===== config.mk =====
export PLATFORM = sky130hd
export DESIGN_NAME = ex_stage
export DESIGN_NICKNAME = d
export VERILOG_FILES = /design/src/rtl/rv_pkg.sv /design/src/rtl/muldiv_unit.sv /design/src/rtl/ex_stage.sv
export SDC_FILE = /design/constraint.sdc
export NUM_CORES = 2
export LEC_CHECK = 0
export BUFFER_PORTS_ARGS = -buffer_cell sky130_fd_sc_hd__buf_2
export CORE_ASPECT_RATIO = 0.6
export CORE_MARGIN = 1.5
export CORE_UTILIZATION = 25
export DETAILED_ROUTE_END_ITERATION = 16
export PLACE_DENSITY = 0.47
export SLEW_MARGIN = 20
export SYNTH_ARGS = -nofsm -noshare
export SYNTH_HDL_FRONTEND = slang
export SYNTH_SLANG_ARGS = --single-unit

===== constraint.sdc =====
create_clock -name clk -period 20.1 [get_ports clk]
set_clock_uncertainty 0.15 [all_clocks]
set_input_delay 3.015 -clock clk [delete_from_list [all_inputs] [get_ports clk]]
set_output_delay 3.015 -clock clk [all_outputs]
set_load 0.03 [all_outputs]

===== src/rtl/rv_pkg.sv =====
// Shared RV64IM encodings and types for the execute stage and its muldiv engine.
package rv_pkg;

   localparam logic [6:0] OP        = 7'b0110011;
   localparam logic [6:0] OP_IMM    = 7'b0010011;
   localparam logic [6:0] OP_32     = 7'b0111011;
   localparam logic [6:0] OP_IMM_32 = 7'b0011011;
   localparam logic [6:0] BRANCH    = 7'b1100011;
   localparam logic [6:0] JAL       = 7'b1101111;
   localparam logic [6:0] JALR      = 7'b1100111;
   localparam logic [6:0] LUI       = 7'b0110111;
   localparam logic [6:0] AUIPC     = 7'b0010111;
   localparam logic [6:0] LOAD      = 7'b0000011;
   localparam logic [6:0] STORE     = 7'b0100011;

   localparam logic [2:0] F3_ADD  = 3'b000;
   localparam logic [2:0] F3_SLL  = 3'b001;
   localparam logic [2:0] F3_SLT  = 3'b010;
   localparam logic [2:0] F3_SLTU = 3'b011;
   localparam logic [2:0] F3_XOR  = 3'b100;
   localparam logic [2:0] F3_SRL  = 3'b101;
   localparam logic [2:0] F3_OR   = 3'b110;
   localparam logic [2:0] F3_AND  = 3'b111;

   localparam logic [2:0] F3_BEQ  = 3'b000;
   localparam logic [2:0] F3_BNE  = 3'b001;
   localparam logic [2:0] F3_BLT  = 3'b100;
   localparam logic [2:0] F3_BGE  = 3'b101;
   localparam logic [2:0] F3_BLTU = 3'b110;
   localparam logic [2:0] F3_BGEU = 3'b111;

   localparam logic [6:0] MULDIV_FUNCT7 = 7'b0000001;

   // Encoded so that funct3 of an M instruction casts straight to the op
   typedef enum logic [2:0] {
      MUL, MULH, MULHSU, MULHU, DIV, DIVU, REM, REMU
   } muldiv_op_e;

   typedef enum logic [1:0] {IDLE, BUSY, DONE} md_state_e;

   function automatic logic [63:0] sext32(input logic [31:0] v);
      return {{32{v[31]}}, v};
   endfunction

endpackage


===== src/rtl/muldiv_unit.sv =====
// Iterative RV64M engine: shift-add multiply and restoring divide on operand
// magnitudes, with sign correction applied when the result is presented.
module muldiv_unit
   import rv_pkg::*;
#(
   parameter int MUL_ITERS = 64
) (
   input  logic        clk,
   input  logic        reset,
   input  logic        hit,
   input  logic        start,
   input  muldiv_op_e  op,
   input  logic        is_w,
   input  logic [63:0] a,
   input  logic [63:0] b,
   output logic        busy,
   output logic        done,
   output logic [63:0] result
);

   localparam int CW = $clog2(MUL_ITERS + 1);

   md_state_e        state;
   logic [CW-1:0]    cnt;
   muldiv_op_e       op_q;
   logic             w_q, neg_a_q, neg_res_q, div_zero_q;
   logic [127:0]     acc, mcand;
   logic [63:0]      mplier, quo, divisor;
   logic [64:0]      rem;

   logic             a_signed, b_signed, neg_a, neg_b;
   logic [63:0]      op_a, op_b, mag_a, mag_b;
   logic [64:0]      rem_sh, rem_nxt;
   logic [63:0]      quo_nxt;
   logic [127:0]     prod;
   logic [63:0]      quot, remd, sel;

   // Operand preparation: W forms narrow to 32 bits, signed ops take magnitudes
   always_comb begin
      a_signed = (op == MULH) || (op == MULHSU) || (op == DIV) || (op == REM);
      b_signed = (op == MULH) || (op == DIV) || (op == REM);
      op_a = is_w ? (a_signed ? sext32(a[31:0]) : {32'b0, a[31:0]}) : a;
      op_b = is_w ? (b_signed ? sext32(b[31:0]) : {32'b0, b[31:0]}) : b;
      neg_a = a_signed && op_a[63];
      neg_b = b_signed && op_b[63];
      mag_a = neg_a ? -op_a : op_a;
      mag_b = neg_b ? -op_b : op_b;
   end

   // One restoring-divide step: shift in the next dividend bit, subtract if it fits
   always_comb begin
      rem_sh = {rem[63:0], quo[63]};
      if (rem_sh >= {1'b0, divisor}) begin
         rem_nxt = rem_sh - {1'b0, divisor};
         quo_nxt = {quo[62:0], 1'b1};
      end else begin
         rem_nxt = rem_sh;
         quo_nxt = {quo[62:0], 1'b0};
      end
   end

   // Control FSM and iterative datapath; everything freezes while hit is low
   always_ff @(posedge clk or posedge reset) begin
      if (reset) begin
         state      <= IDLE;
         cnt        <= '0;
         op_q       <= MUL;
         w_q        <= 1'b0;
         neg_a_q    <= 1'b0;
         neg_res_q  <= 1'b0;
         div_zero_q <= 1'b0;
         acc        <= '0;
         mcand      <= '0;
         mplier     <= '0;
         rem        <= '0;
         quo        <= '0;
         divisor    <= '0;
      end else if (hit) begin
         case (state)
            IDLE: begin
               if (start) begin
                  op_q       <= op;
                  w_q        <= is_w;
                  neg_a_q    <= neg_a;
                  neg_res_q  <= neg_a ^ neg_b;
                  div_zero_q <= (mag_b == 64'd0);
                  acc        <= '0;
                  mcand      <= {64'b0, mag_a};
                  mplier     <= mag_b;
                  rem        <= '0;
                  quo        <= is_w ? {mag_a[31:0], 32'b0} : mag_a;
                  divisor    <= mag_b;
                  cnt        <= is_w ? CW'(32) : CW'(MUL_ITERS);
                  state      <= BUSY;
               end
            end
            BUSY: begin
               if (mplier[0]) acc <= acc + mcand;
               mcand  <= {mcand[126:0], 1'b0};
               mplier <= {1'b0, mplier[63:1]};
               rem    <= rem_nxt;
               quo    <= quo_nxt;
               cnt    <= cnt - 1'b1;
               if (cnt == CW'(1)) state <= DONE;
            end
            DONE:    state <= IDLE;
            default: state <= IDLE;
         endcase
      end
   end

   // Sign correction and result selection; a zero divisor forces an all-ones quotient
   always_comb begin
      prod = neg_res_q ? -acc : acc;
      quot = div_zero_q ? '1 : (neg_res_q ? -quo : quo);
      remd = neg_a_q ? -rem[63:0] : rem[63:0];
      case (op_q)
         MUL:                 sel = prod[63:0];
         MULH, MULHSU, MULHU: sel = prod[127:64];
         DIV, DIVU:           sel = quot;
         default:             sel = remd;
      endcase
      result = w_q ? sext32(sel[31:0]) : sel;
      busy   = (state == BUSY) || ((state == IDLE) && start);
      done   = (state == DONE);
   end

endmodule


===== src/rtl/ex_stage.sv =====
// Execute stage: single-cycle RV64I ALU and branch resolution, with M ops
// handed to the iterative muldiv engine while the pipeline is frozen.
module ex_stage
   import rv_pkg::*;
#(
   parameter int XLEN      = 64,
   parameter int MUL_ITERS = 64
) (
   input  logic            clk,
   input  logic            reset,
   input  logic            hit,
   input  logic            noop,
   input  logic [6:0]      opcode,
   input  logic [2:0]      funct3,
   input  logic [6:0]      funct7,
   input  logic [XLEN-1:0] valA,
   input  logic [XLEN-1:0] valB,
   input  logic [XLEN-1:0] imm,
   input  logic [XLEN-1:0] pc,
   input  logic [XLEN-1:0] pcplus4,
   output logic [XLEN-1:0] result,
   output logic            result_valid,
   output logic            branch_taken,
   output logic [XLEN-1:0] branch_target,
   output logic            busy
);

   logic        is_m, md_start, md_busy, md_done;
   logic [63:0] md_result, op_b, alu;
   logic [31:0] w32;
   logic        br_cond;
   logic [63:0] br_target;

   assign is_m     = ((opcode == OP) || (opcode == OP_32)) && (funct7 == MULDIV_FUNCT7);
   assign md_start = is_m && !noop && hit;

   muldiv_unit #(.MUL_ITERS(MUL_ITERS)) u_muldiv (
      .clk    (clk),
      .reset  (reset),
      .hit    (hit),
      .start  (md_start),
      .op     (muldiv_op_e'(funct3)),
      .is_w   (opcode == OP_32),
      .a      (valA),
      .b      (valB),
      .busy   (md_busy),
      .done   (md_done),
      .result (md_result)
   );

   // Integer ALU; immediate forms substitute imm for rs2, W forms sign-extend bit 31
   always_comb begin
      op_b = ((opcode == OP) || (opcode == OP_32)) ? valB : imm;
      alu  = '0;
      w32  = '0;
      case (opcode)
         OP, OP_IMM: begin
            case (funct3)
               F3_ADD:  alu = ((opcode == OP) && funct7[5]) ? valA - op_b : valA + op_b;
               F3_SLL:  alu = valA << op_b[5:0];
               F3_SLT:  alu = {63'b0, $signed(valA) < $signed(op_b)};
               F3_SLTU: alu = {63'b0, valA < op_b};
               F3_XOR:  alu = valA ^ op_b;
               F3_SRL:  alu = funct7[5] ? $unsigned($signed(valA) >>> op_b[5:0]) : valA >> op_b[5:0];
               F3_OR:   alu = valA | op_b;
               default: alu = valA & op_b;
            endcase
         end
         OP_32, OP_IMM_32: begin
            case (funct3)
               F3_ADD:  w32 = ((opcode == OP_32) && funct7[5]) ? valA[31:0] - op_b[31:0]
                                                                : valA[31:0] + op_b[31:0];
               F3_SLL:  w32 = valA[31:0] << op_b[4:0];
               F3_SRL:  w32 = funct7[5] ? $unsigned($signed(valA[31:0]) >>> op_b[4:0])
                                        : valA[31:0] >> op_b[4:0];
               default: w32 = '0;
            endcase
            alu = sext32(w32);
         end
         LUI:         alu = imm;
         AUIPC:       alu = pc + imm;
         LOAD, STORE: alu = valA + imm;
         JAL, JALR:   alu = pcplus4;
         default:     alu = '0;
      endcase
   end

   // Branch unit: conditional compares plus unconditional jumps
   always_comb begin
      br_cond   = 1'b0;
      br_target = pc + imm;
      case (opcode)
         BRANCH: begin
            case (funct3)
               F3_BEQ:  br_cond = (valA == valB);
               F3_BNE:  br_cond = (valA != valB);
               F3_BLT:  br_cond = ($signed(valA) < $signed(valB));
               F3_BGE:  br_cond = ($signed(valA) >= $signed(valB));
               F3_BLTU: br_cond = (valA < valB);
               F3_BGEU: br_cond = (valA >= valB);
               default: br_cond = 1'b0;
            endcase
         end
         JAL:  br_cond = 1'b1;
         JALR: begin
            br_cond   = 1'b1;
            br_target = (valA + imm) & ~64'd1;
         end
         default: br_cond = 1'b0;
      endcase
   end

   // Output mux: a finished M op owns the outputs; otherwise the single-cycle path reports
   always_comb begin
      result        = alu;
      result_valid  = 1'b0;
      branch_taken  = 1'b0;
      branch_target = br_target;
      busy          = md_busy && !reset;
      if (md_done) begin
         result       = md_result;
         result_valid = 1'b1;
      end else if (!md_busy && !reset) begin
         result_valid = !noop && !is_m;
         branch_taken = br_cond && !noop;
      end
   end

endmodule


==> impl.org <==
** Status
- The run finished with clean final reports.

** CTS
- Clock net sink count :: 528
- CTS max path bufs :: 3
- # H-tree levels :: 2
- Gates resized during post-CTS repair numbered 0.
- Skew-Pair Late Insertion Delay :: 0.70 ns
- Number of buffers inserted for hold repair after clock tree synthesis :: 0
- Clock slew seen by the registers of the worst setup and hold paths :: 0.07 ns
- After clock tree synthesis, the setup repair step added 0 buffers.
- CTS tree :: yes
- TritonCTS created 50 clock buffers.
- The tree is rooted in a clkbuf_16.

** Logic synthesis
- Largest family of logic cells by synthesized area :: compound AO/OA/AOI/OAI gates
- Synthesis inferred 528 register bits.
- Of the total synthesized cell area, the portion taken by XOR and XNOR cells is 9.01%.
- Yosys cell types :: 106
- Post-synthesis instance area :: 78900 µm²
- Summing the areas of all fa, ha and maj instances in the mapped netlist gives 8.87% of the synthesized area.
- After synthesis, the mean cell area works out to 6.94 µm².
- During synthesis, Yosys emitted a total of 0 warnings.
- Summing the areas of all and, or, nand and nor instances in the mapped netlist gives 21.1% of the synthesized area.
- Counting every net in the synthesized netlist gives 12300.
- Seq/Total Area, Yosys :: 16.7%
- The synthesized design contains 0 enable-type register cells.
- Synth Area in Compound Gates :: 35.5%
- Proportion of synthesized area in mux cells :: 3.07%
- Fraction of registers with async set/reset :: 100%
- Main flop type after synthesis :: dfrtp_1
- Post-synthesis cell count :: 11400

** STA
- After layout, the worst path uses 81.9% of the clock period.
- Setup slack on the critical path of the routed design comes to 3.63 ns.
- Setup repair after global routing missed its margin :: no
- At the pin with the least slew margin, the transition time is 1.41 ns.
- Slew Limit Fails :: 0
- In this run the tightest slew margin relative to its limit is 5.46%.
- Setup violations remaining at the end of the flow were counted as 0.
- The routed design could run at a clock period as short as 16.47 ns.
- Total negative slack for setup checks :: 0 ns
- Fmax achieved :: 60.7 MHz
- Hold timing on the final database bottoms out at a slack of 0.328 ns.
- Number of endpoints with negative hold slack in the final report :: 0

** Worst setup path
- Crit path launch type :: input port
- Along the worst path, the maximum fanout reaches 49.
- For the worst setup path, the data arrival time is 13.30 ns.
- By startpoint and endpoint, the worst setup path is classified as in -> out.
- Data required time of the worst path :: 16.94 ns
- STA classifies the critical path endpoint as an output port.
- Worst reg2reg path depth :: 16

** Global routing
- Number of antenna violations at the first check in global routing :: 89
- Maximum number of pins on one net before global-route repair :: 189
- The first global-routing pass estimated 802000 µm of wire.
- Number of global-route vias before repair :: 86200
- Global routing used 36.2% of the available tracks across all layers.
- The total overflow left after global routing is 0.

** Route
- Number of detailed-routing iterations run before antenna repair :: 10
- Via count :: 99100
- After detailed routing, the total wire length is 607000 µm.
- Avg Vias per Cell :: 6.30
- Number of remaining DRC errors :: 0
- Residual antenna-violating net count after detailed routing :: 0
- Number of DRC markers after the initial detailed-route iteration :: 17600
- Wire length per cell :: 38.6 µm

** Placement
- Detailed placement ended at an HPWL of 504000 µm.
- Count of input and output buffers :: 471
- Routability congestion estimate :: 1.09
- The placed instances occupy a cell area of 86600 µm².
- OpenSTA, run right after detailed placement, puts the worst setup slack at 4.40 ns.

** Die
- Height of the chip :: 438 µm
- Once the floorplan was initialized, standard cells occupied 25.2% of the core.
- Die area :: 319000 µm²
- I/O pin count :: 472
- The total area inside the core boundary comes to 314000 µm².
- From left edge to right edge, the die measures 728 µm.
- Row count :: 159

** Cells and area
- Synth-to-layout area growth :: 12.3%
- The net count of the finished layout is 12300.
- Leaving out fill and tap cells, the most frequent cell in the layout is o21ai_0.
- In the layout the commonest cells are o21ai_0 (1426), nand2_1 (1344), a21oi_1 (1029), nor2_1 (807), ha_1 (550).
- Post-route standard cell area excluding fillers :: 88700 µm²
- Fraction of final layout cells with drive strength greater than 1 :: 9.83%

** Min path
- The worst hold path belongs to the class reg -> reg.
- Worst hold path cell count :: 1

** Power
- Leakage power :: 37.9 nW
- In this run the power density over the cells is 47.2 nW/µm².
- Across the VDD grid, the largest voltage drop is 60.2 µV.

** Flow run
- Max-cap violations in this run came to 0.
cells by family after synthesis:
logic type | count (synthesis)
AOI/OAI and AO/OA | 4452
muxes | 234
DFF | 528
xor gates and xnor gates | 812
buffers and inverters | 1193
and+or+nand+nor | 3603
adders and majority gates | 556
state kept, by name, indices dropped and copies added (netlist names), 3 cells and up:
name,count
u_muldiv.cnt,7
u_muldiv.divisor,64
u_muldiv.mplier,64
u_muldiv.quo,64
u_muldiv.op_q,3
u_muldiv.acc,128
u_muldiv.mcand,128
u_muldiv.rem,64
Yosys cell counts (124+ instances only):
master / number / area [µm²]
nand4_1: 144 / 901
o211ai_1: 156 / 1170
o31ai_1: 181 / 1360
nand2_1: 1348 / 5060
nor3_1: 258 / 1290
inv_1: 414 / 1550
dfrtp_1: 528 / 13200
o21ai_0: 1442 / 7220
clkbuf_1: 663 / 2490
xnor2_1: 514 / 4500
a21oi_1: 1034 / 5170
a211oi_1: 124 / 931
mux2i_1: 194 / 1940
nor2_1: 824 / 3090
xor2_1: 298 / 2610
nand3_1: 363 / 1820
a21o_1: 304 / 2280
a31oi_1: 156 / 976
ha_1: 550 / 6880
critical path, cell delays in order:
cell and delay, ns:
buf_4 0.41, nand3b_1 1.01, buf_4 0.63, o21ai_0 0.61, nand2_4 0.49, inv_4 0.54, nand2_1 0.44, nand2_1 0.21
xnor2_1 0.12, ha_1 0.33, o21ai_0 0.24, o221ai_1 0.51, a31oi_1 0.33, o21ai_1 0.36, a221oi_1 0.13, buf_4 0.20
o21ai_0 1.01, mux2_2 0.47, a221oi_4 0.28, buf_4 0.35, inv_1 0.24, o31ai_1 0.47, o211ai_1 0.40, buf_2 0.33
path summary, 6_finish.rpt:
path / slack [ns] / from / end
hold / removal: 0.33 / u_muldiv.mplier[63]$_DFFE_PP0P_ / u_muldiv.mplier[63]$_DFFE_PP0P_
hold reg to reg: 0.33 / u_muldiv.mplier[63]$_DFFE_PP0P_ / u_muldiv.mplier[63]$_DFFE_PP0P_
setup / recovery: 3.63 / opcode[5] / result[51]
max in group asynchronous: 15.36 / reset / u_muldiv.divisor[23]$_DFFE_PP0P_
min in group asynchronous: 2.26 / reset / u_muldiv.mcand[91]$_DFFE_PP0P_
setup reg to reg: 13.02 / u_muldiv.quo[63]$_DFFE_PP0P_ / u_muldiv.rem[8]$_DFFE_PP0P_
where the power goes:
part           switching, W  internal (W)
Clock              0.000531      0.000590
Sequential       0.00000972       0.00107
Combinational       0.00148      0.000513
through the flow:
step / instances / util [%] / power, W
4_1_cts: 15700 / 28.2 / 0.00407
5_1_grt: 15700 / 28.3 / 0.00428
3_5_place_dp: 15600 / 27.6 / 0.00295
3_3_place_gp: 15600 / 27.6 / 0.00298
6_report: 15700 / 28.3 / 0.00419
2_1_floorplan: 11400 / - / 0.00208
area by class of cell:
class,instances,area (µm²)
Multi-Input combinational cell,9657,61900
Timing Repair Buffer,784,4830
Tap cell,4186,5240
Inverter,426,1620
Sequential cell,528,13200
Clock buffer,63,1380
Fill cell,35300,225000
Clock inverter,24,357
Antenna cell,55,138
per-layer routing:
metal	wire length [µm]	global-route usage, %	share of wire, %	vias to the layer above
li1	-	-	-	42400
met2	199000	41.2	33	7071
met1	284000	55.4	47	48800
met4	24000	11.5	4.0	32
met5	612	0.917	0.10	-
met3	99700	17.9	16	720
(Power assumes the default switching activity.)
